<file path="config.mk">
export PLATFORM = sky130hd
export DESIGN_NAME = instr_fetch_issue_flat
export DESIGN_NICKNAME = d
export VERILOG_FILES = /design/src/rtl/instr_fetch_issue_if.sv /design/src/rtl/instr_fetch_issue.sv /design/src/flat_wrapper.sv
export SDC_FILE = /design/constraint.sdc
export NUM_CORES = 1
export LEC_CHECK = 0
export CAP_MARGIN = 20
export CORE_ASPECT_RATIO = 2
export CORE_MARGIN = 1.5
export CORE_UTILIZATION = 45
export CTS_CLUSTER_DIAMETER = 60
export DETAILED_ROUTE_END_ITERATION = 10
export GPL_ROUTABILITY_DRIVEN = 1
export PLACE_DENSITY = 0.8
export SLEW_MARGIN = 10
export SYNTH_ARGS = -nofsm -noshare
export SYNTH_HDL_FRONTEND = slang
export SYNTH_SLANG_ARGS = --single-unit
export TNS_END_PERCENT = 5
</file>
<file path="constraint.sdc">
create_clock -name clk -period 2.1 [get_ports clk]
set_input_delay 0.42 -clock clk [delete_from_list [all_inputs] [get_ports clk]]
set_output_delay 0.42 -clock clk [all_outputs]
set_load 0.01 [all_outputs]
</file>
<file path="src/rtl/instr_fetch_issue_if.sv">
// ============================================================================
// Module   : instr_fetch_issue_if
// Function : Control, memory-read and instruction-issue signals of the fetch unit.
// Revision : 1.0
// ============================================================================
`default_nettype none

interface instr_fetch_issue_if #(
    parameter int AW = 12,
    parameter int DW = 16
);
    logic          start;
    logic          pc_load;
    logic [AW-1:0] pc_in;
    logic [AW-1:0] mem_addr;
    logic          mem_rd;
    logic [DW-1:0] mem_rdata;
    logic          mem_ready;
    logic [AW-1:0] IR_address;
    logic [2:0]    opcode;
    logic          I;
    logic          instr_valid;
    logic          instr_ack;
    logic          halted;
    logic [15:0]   fetch_count;

    modport master (
        input  start, pc_load, pc_in, mem_rdata, mem_ready, instr_ack,
        output mem_addr, mem_rd, IR_address, opcode, I, instr_valid, halted, fetch_count
    );

    modport slave (
        output start, pc_load, pc_in, mem_rdata, mem_ready, instr_ack,
        input  mem_addr, mem_rd, IR_address, opcode, I, instr_valid, halted, fetch_count
    );
endinterface

`default_nettype wire

</file>
<file path="src/rtl/instr_fetch_issue.sv">
// ============================================================================
// Module   : instr_fetch_issue
// Function : PC/IR fetch sequencer issuing I/opcode/address fields to the CPU;
//            define HLT_DETECT_EN to stop on the HLT word 16'h7001.
// Revision : 1.0
// ============================================================================
`default_nettype none

module instr_fetch_issue #(
    parameter int AW = 12,
    parameter int DW = 16
) (
    input  logic               clk,
    input  logic               reset,
    instr_fetch_issue_if.master bus
);

    typedef enum logic [1:0] {
        S_IDLE  = 2'd0,
        S_FETCH = 2'd1,
        S_ISSUE = 2'd2,
        S_HALT  = 2'd3
    } state_t;

`ifdef HLT_DETECT_EN
    localparam logic [DW-1:0] c_HLT_WORD = 16'h7001;
    logic r_halted;
`endif

    state_t        r_state;
    logic [AW-1:0] r_pc;
    logic [DW-1:0] r_ir;
    logic [15:0]   r_fetch_count;
    logic          r_mem_rd;
    logic          r_instr_valid;

    always_ff @(posedge clk) begin
        if (reset) begin
            r_state       <= S_IDLE;
            r_pc          <= '0;
            r_ir          <= '0;
            r_fetch_count <= '0;
            r_mem_rd      <= 1'b0;
            r_instr_valid <= 1'b0;
`ifdef HLT_DETECT_EN
            r_halted      <= 1'b0;
`endif
        end else begin
            case (r_state)
                S_IDLE: begin
                    // A simultaneous load and start fetches from the loaded PC.
                    if (bus.pc_load) begin
                        r_pc <= bus.pc_in;
                    end
                    if (bus.start) begin
                        r_state  <= S_FETCH;
                        r_mem_rd <= 1'b1;
                    end
                end
                S_FETCH: begin
                    if (bus.mem_ready) begin
                        r_ir     <= bus.mem_rdata;
                        r_mem_rd <= 1'b0;
`ifdef HLT_DETECT_EN
                        if (bus.mem_rdata == c_HLT_WORD) begin
                            r_state  <= S_HALT;
                            r_halted <= 1'b1;
                        end else begin
                            r_state       <= S_ISSUE;
                            r_instr_valid <= 1'b1;
                        end
`else
                        r_state       <= S_ISSUE;
                        r_instr_valid <= 1'b1;
`endif
                    end
                end
                S_ISSUE: begin
                    if (bus.instr_ack) begin
                        r_pc          <= r_pc + 1'b1;
                        r_fetch_count <= r_fetch_count + 16'd1;
                        r_instr_valid <= 1'b0;
                        r_mem_rd      <= 1'b1;
                        r_state       <= S_FETCH;
                    end
                end
                S_HALT: begin
`ifdef HLT_DETECT_EN
                    if (bus.pc_load) begin
                        r_pc     <= bus.pc_in;
                        r_halted <= 1'b0;
                        r_state  <= S_IDLE;
                    end
`else
                    r_state <= S_IDLE;
`endif
                end
                default: r_state <= S_IDLE;
            endcase
        end
    end

    assign bus.mem_addr    = r_pc;
    assign bus.mem_rd      = r_mem_rd;
    assign bus.instr_valid = r_instr_valid;
    assign bus.I           = r_ir[15];
    assign bus.opcode      = r_ir[14:12];
    assign bus.IR_address  = r_ir[11:0];
    assign bus.fetch_count = r_fetch_count;
`ifdef HLT_DETECT_EN
    assign bus.halted      = r_halted;
`else
    assign bus.halted      = 1'b0;
`endif

endmodule

`default_nettype wire

</file>
<file path="src/flat_wrapper.sv">
// flat-port wrapper written by rule: the top's interface ports become plain ports
module instr_fetch_issue_flat 
#(
    parameter int AW = 12,
    parameter int DW = 16
)
  (clk, reset, bus_start, bus_pc_load, bus_pc_in, bus_mem_rdata, bus_mem_ready, bus_instr_ack, bus_mem_addr, bus_mem_rd, bus_IR_address, bus_opcode, bus_I, bus_instr_valid, bus_halted, bus_fetch_count);
  instr_fetch_issue_if #(.AW(AW), .DW(DW)) bus_i ();
  input  logic clk;
  input  logic reset;
  input wire logic [$bits(bus_i.start)-1:0] bus_start;
  input wire logic [$bits(bus_i.pc_load)-1:0] bus_pc_load;
  input wire logic [$bits(bus_i.pc_in)-1:0] bus_pc_in;
  input wire logic [$bits(bus_i.mem_rdata)-1:0] bus_mem_rdata;
  input wire logic [$bits(bus_i.mem_ready)-1:0] bus_mem_ready;
  input wire logic [$bits(bus_i.instr_ack)-1:0] bus_instr_ack;
  output wire logic [$bits(bus_i.mem_addr)-1:0] bus_mem_addr;
  output wire logic [$bits(bus_i.mem_rd)-1:0] bus_mem_rd;
  output wire logic [$bits(bus_i.IR_address)-1:0] bus_IR_address;
  output wire logic [$bits(bus_i.opcode)-1:0] bus_opcode;
  output wire logic [$bits(bus_i.I)-1:0] bus_I;
  output wire logic [$bits(bus_i.instr_valid)-1:0] bus_instr_valid;
  output wire logic [$bits(bus_i.halted)-1:0] bus_halted;
  output wire logic [$bits(bus_i.fetch_count)-1:0] bus_fetch_count;
  assign bus_i.start = bus_start;
  assign bus_i.pc_load = bus_pc_load;
  assign bus_i.pc_in = bus_pc_in;
  assign bus_i.mem_rdata = bus_mem_rdata;
  assign bus_i.mem_ready = bus_mem_ready;
  assign bus_i.instr_ack = bus_instr_ack;
  assign bus_mem_addr = bus_i.mem_addr;
  assign bus_mem_rd = bus_i.mem_rd;
  assign bus_IR_address = bus_i.IR_address;
  assign bus_opcode = bus_i.opcode;
  assign bus_I = bus_i.I;
  assign bus_instr_valid = bus_i.instr_valid;
  assign bus_halted = bus_i.halted;
  assign bus_fetch_count = bus_i.fetch_count;
  instr_fetch_issue #(.AW(AW), .DW(DW)) u_core (.clk(clk), .reset(reset), .bus(bus_i));
endmodule
</file>
==> impl_metrics.tcl <==
set metrics [dict create \
    status "finished clean" \
    required_ps 2300 \
    port_buffers 79 \
    crit_top_cell "buf_4" \
    power_mw 1.89 \
    synth_cell_type_count 51 \
    synth.top_cell.area_share_pct 42.2 \
    worst_pin_slew_ps 508 \
    crit_arrival_ps 2000 \
    period_share_pct 85.6 \
    hold_path_class "flip-flop to flip-flop" \
    synth_area_leaders "dfxtp_1 (42%), nand2_1 (7.1%), a21oi_1 (6.6%)" \
    layout_commonest_cell "clkdlybuf4s50_1" \
    cts.sinks 48 \
    netlist_area_mm2 0.00228 \
    drv_cap 0 \
    cts_max_path_buffers 2 \
    max-vdd-ir-drop_v 0.000559 \
    die_height_um 104 \
    leakage_nw 1.16 \
    grt.total_usage_pct 23.3 \
    relSlewSlack_pct 66.1 \
    cts_resized 0 \
    num-nets-final 398 \
    synthArstFlopShare_pct 0 \
    setup_violations 0 \
    setup_tns_ps 0 \
    synth_compound_area_share_pct 14.5 \
    root_buffer "clkbuf_8" \
    clk_pin_slew_ps 90 \
    dp_hpwl_um 4380 \
    slowest_stage "clkdlybuf4s50_1" \
    io_pins 81 \
    insertion_delay_ps 300 \
    grt_overflow 0 \
    rsz0062_at_grt "no" \
    seq_area_frac_synth_pct 42.2 \
    synth_mux_area_share_pct 3.30 \
    cts_tree "done" \
    area_delta_synth_final_pct 42.0 \
    synthAdderAreaFrac_pct 1.10 \
    drt_iter0_markers 58 \
    synth_edf_count 0 \
    crit_buf_inv 3 \
    fp.dieW_um 53.3 \
    hold_buffers 0 \
    htree_levels 2 \
    multi_input_comb_area_mm2 0.00118 \
    drt_wl_total_um 5890 \
    avgRoutedWirePerCell_um 14.0 \
    cp_top_family "buffers and inverters" \
    grt_pass1_wl_um 10000 \
    rows 36 \
    drive_above_1_share_pct 8.82 \
    synth_fp_nets 317 \
    core_mm2 0.00486 \
    vias 2270 \
    numCtsBuffers 5 \
    crit_path_max_incr_delay_ps 440 \
    synth_seq_cells 48 \
    drc 0 \
    ys.flop_type "dfxtp_1" \
    drtPass1Iterations 4 \
    holdWs_ps 456 \
    layout_min_cycle_time_ps 1800 \
    routabilityCongestion 0.775 \
    cp_max_fo 5 \
    slew_violations 0 \
    critical_path_class "primary input to flip-flop" \
    synth_simple_gate_area_share_pct 29.1 \
    synth_top_area_cell "dfxtp_1" \
    startpoint_type "primary input" \
    hold_viol 0 \
    final_cell_mix "clkdlybuf4s50_1 (78), dfxtp_1 (48), nand2_1 (43), a21oi_1 (30), nor2_1 (27)" \
    diodes 0 \
    grt_pass1_vias 2097 \
    end_kind "flip-flop" \
    fin_util_pct 66.5 \
    start_util_pct 46.8 \
    grt_max_degree 29 \
    crit_chain "clkdlybuf4s50_1 > buf_4 > mux2i_1 > or2_1 > buf_4 > nor3_1 > nor4_1" \
    fin_skew_ps 9.40 \
    pwr_density_cell_mw_per_mm2 584 \
    cts_setup_buffers 0 \
    synth_top_family_by_area "simple AND/OR/NAND/NOR gates" \
    syn_inst 281 \
    max_freq_mhz 556 \
    viasPerCell 5.40 \
    fillers 423 \
    synth_area_per_cell_um2 8.10 \
    dieArea_mm2 0.00552 \
    yosys.area_share.xor_xnor_pct 3.85 \
    yosys_warnings 0 \
    register_area_um2 961 \
    antenna_left 0 \
    antenna_found_initial 0 \
]
==> power by group <==
part           leakage [nW]  internal, mW  switching (mW)
clock                0.0516         0.270           0.323
sequential            0.391         0.947          0.0410
combinational         0.714         0.174           0.133
==> Yosys cell counts, types with 2 or more instances <==
cell / count
dfxtp_1: 48
nand2_1: 43
a21oi_1: 30
nor2_1: 27
nand3_1: 13
clkbuf_1: 8
inv_1: 8
nor3_1: 8
o21ai_0: 8
buf_2: 6
nor4_1: 6
xnor2_1: 6
and4_1: 4
mux2_2: 4
nand2b_1: 4
nand4_1: 4
nor2b_1: 4
or3_1: 4
xor2_1: 4
mux2i_1: 3
a211o_1: 2
a311oi_1: 2
and2_1: 2
and3_1: 2
buf_4: 2
buf_6: 2
ha_1: 2
o32ai_1: 2
==> kinds of logic (layout without fill, tap and decap cells) <==
family | Yosys count | after routing
adders and majority gates | 2 | 2
other | 1 | 1
DFF | 48 | 48
muxes | 7 | 7
AOI/OAI and AO/OA | 54 | 54
buffers and inverters | 27 | 109
and+or+nand+nor | 132 | 132
xor gates and xnor gates | 10 | 10
==> per-stage QoR <==
step / area [µm²] / cells / worst slack (ps)
after global routing: 3230 / 420 / 183
after detailed placement: 3140 / 412 / 11.4
after global placement: 3140 / 412 / 94.8
final: 3230 / 420 / 301
after CTS: 3230 / 420 / 319
after floorplan: 2280 / 281 / 497
==> layer usage <==
layer  routed length, µm  vias to the layer above  global-route usage (%)
li1                    -                     1129                       -
met1                2260                     1083                    26.7
met2                3410                       54                    42.2
met3                 184                        4                    3.75
met4                  46                        0                    5.86
met5                   0                        -                       0
==> sequential cells by signal, indices dropped and copies added (netlist names) <==
register / count
u_core.bus.fetch_count: 16
u_core.bus.instr_valid: 1
u_core.bus.mem_addr: 12
u_core.bus.mem_rd: 1
u_core.r_ir: 16
u_core.r_state: 2
==> worst min-delay path: cells and delay by family (launching register included) <==
kind / cells / cell delay, ps
AOI/OAI and AO/OA: 1 / 50
and+or+nand+nor: 1 / 50
DFF: 1 / 320
==> cell type report <==
type	count	area share, %
multi-input combinational	206	36.6
inverter	8	0.929
timing repair buffer	93	27.6
clock buffer	6	2.55
clock inverter	2	0.426
tap	57	2.21
sequential	48	29.7
==> final timing paths <==
kind | startpoint | end | slack (ps) | cells past startpoint
worst max-delay path | bus_instr_ack | u_core.bus.mem_addr[6] | 300 | 7
worst min-delay path | u_core.r_ir[3] | u_core.r_ir[3] | 460 | 2
worst max register to register | u_core.r_state[1] | u_core.bus.mem_addr[6] | 370 | 5
worst min register to register | u_core.r_ir[3] | u_core.r_ir[3] | 460 | 2
(Power assumes the default switching activity.)
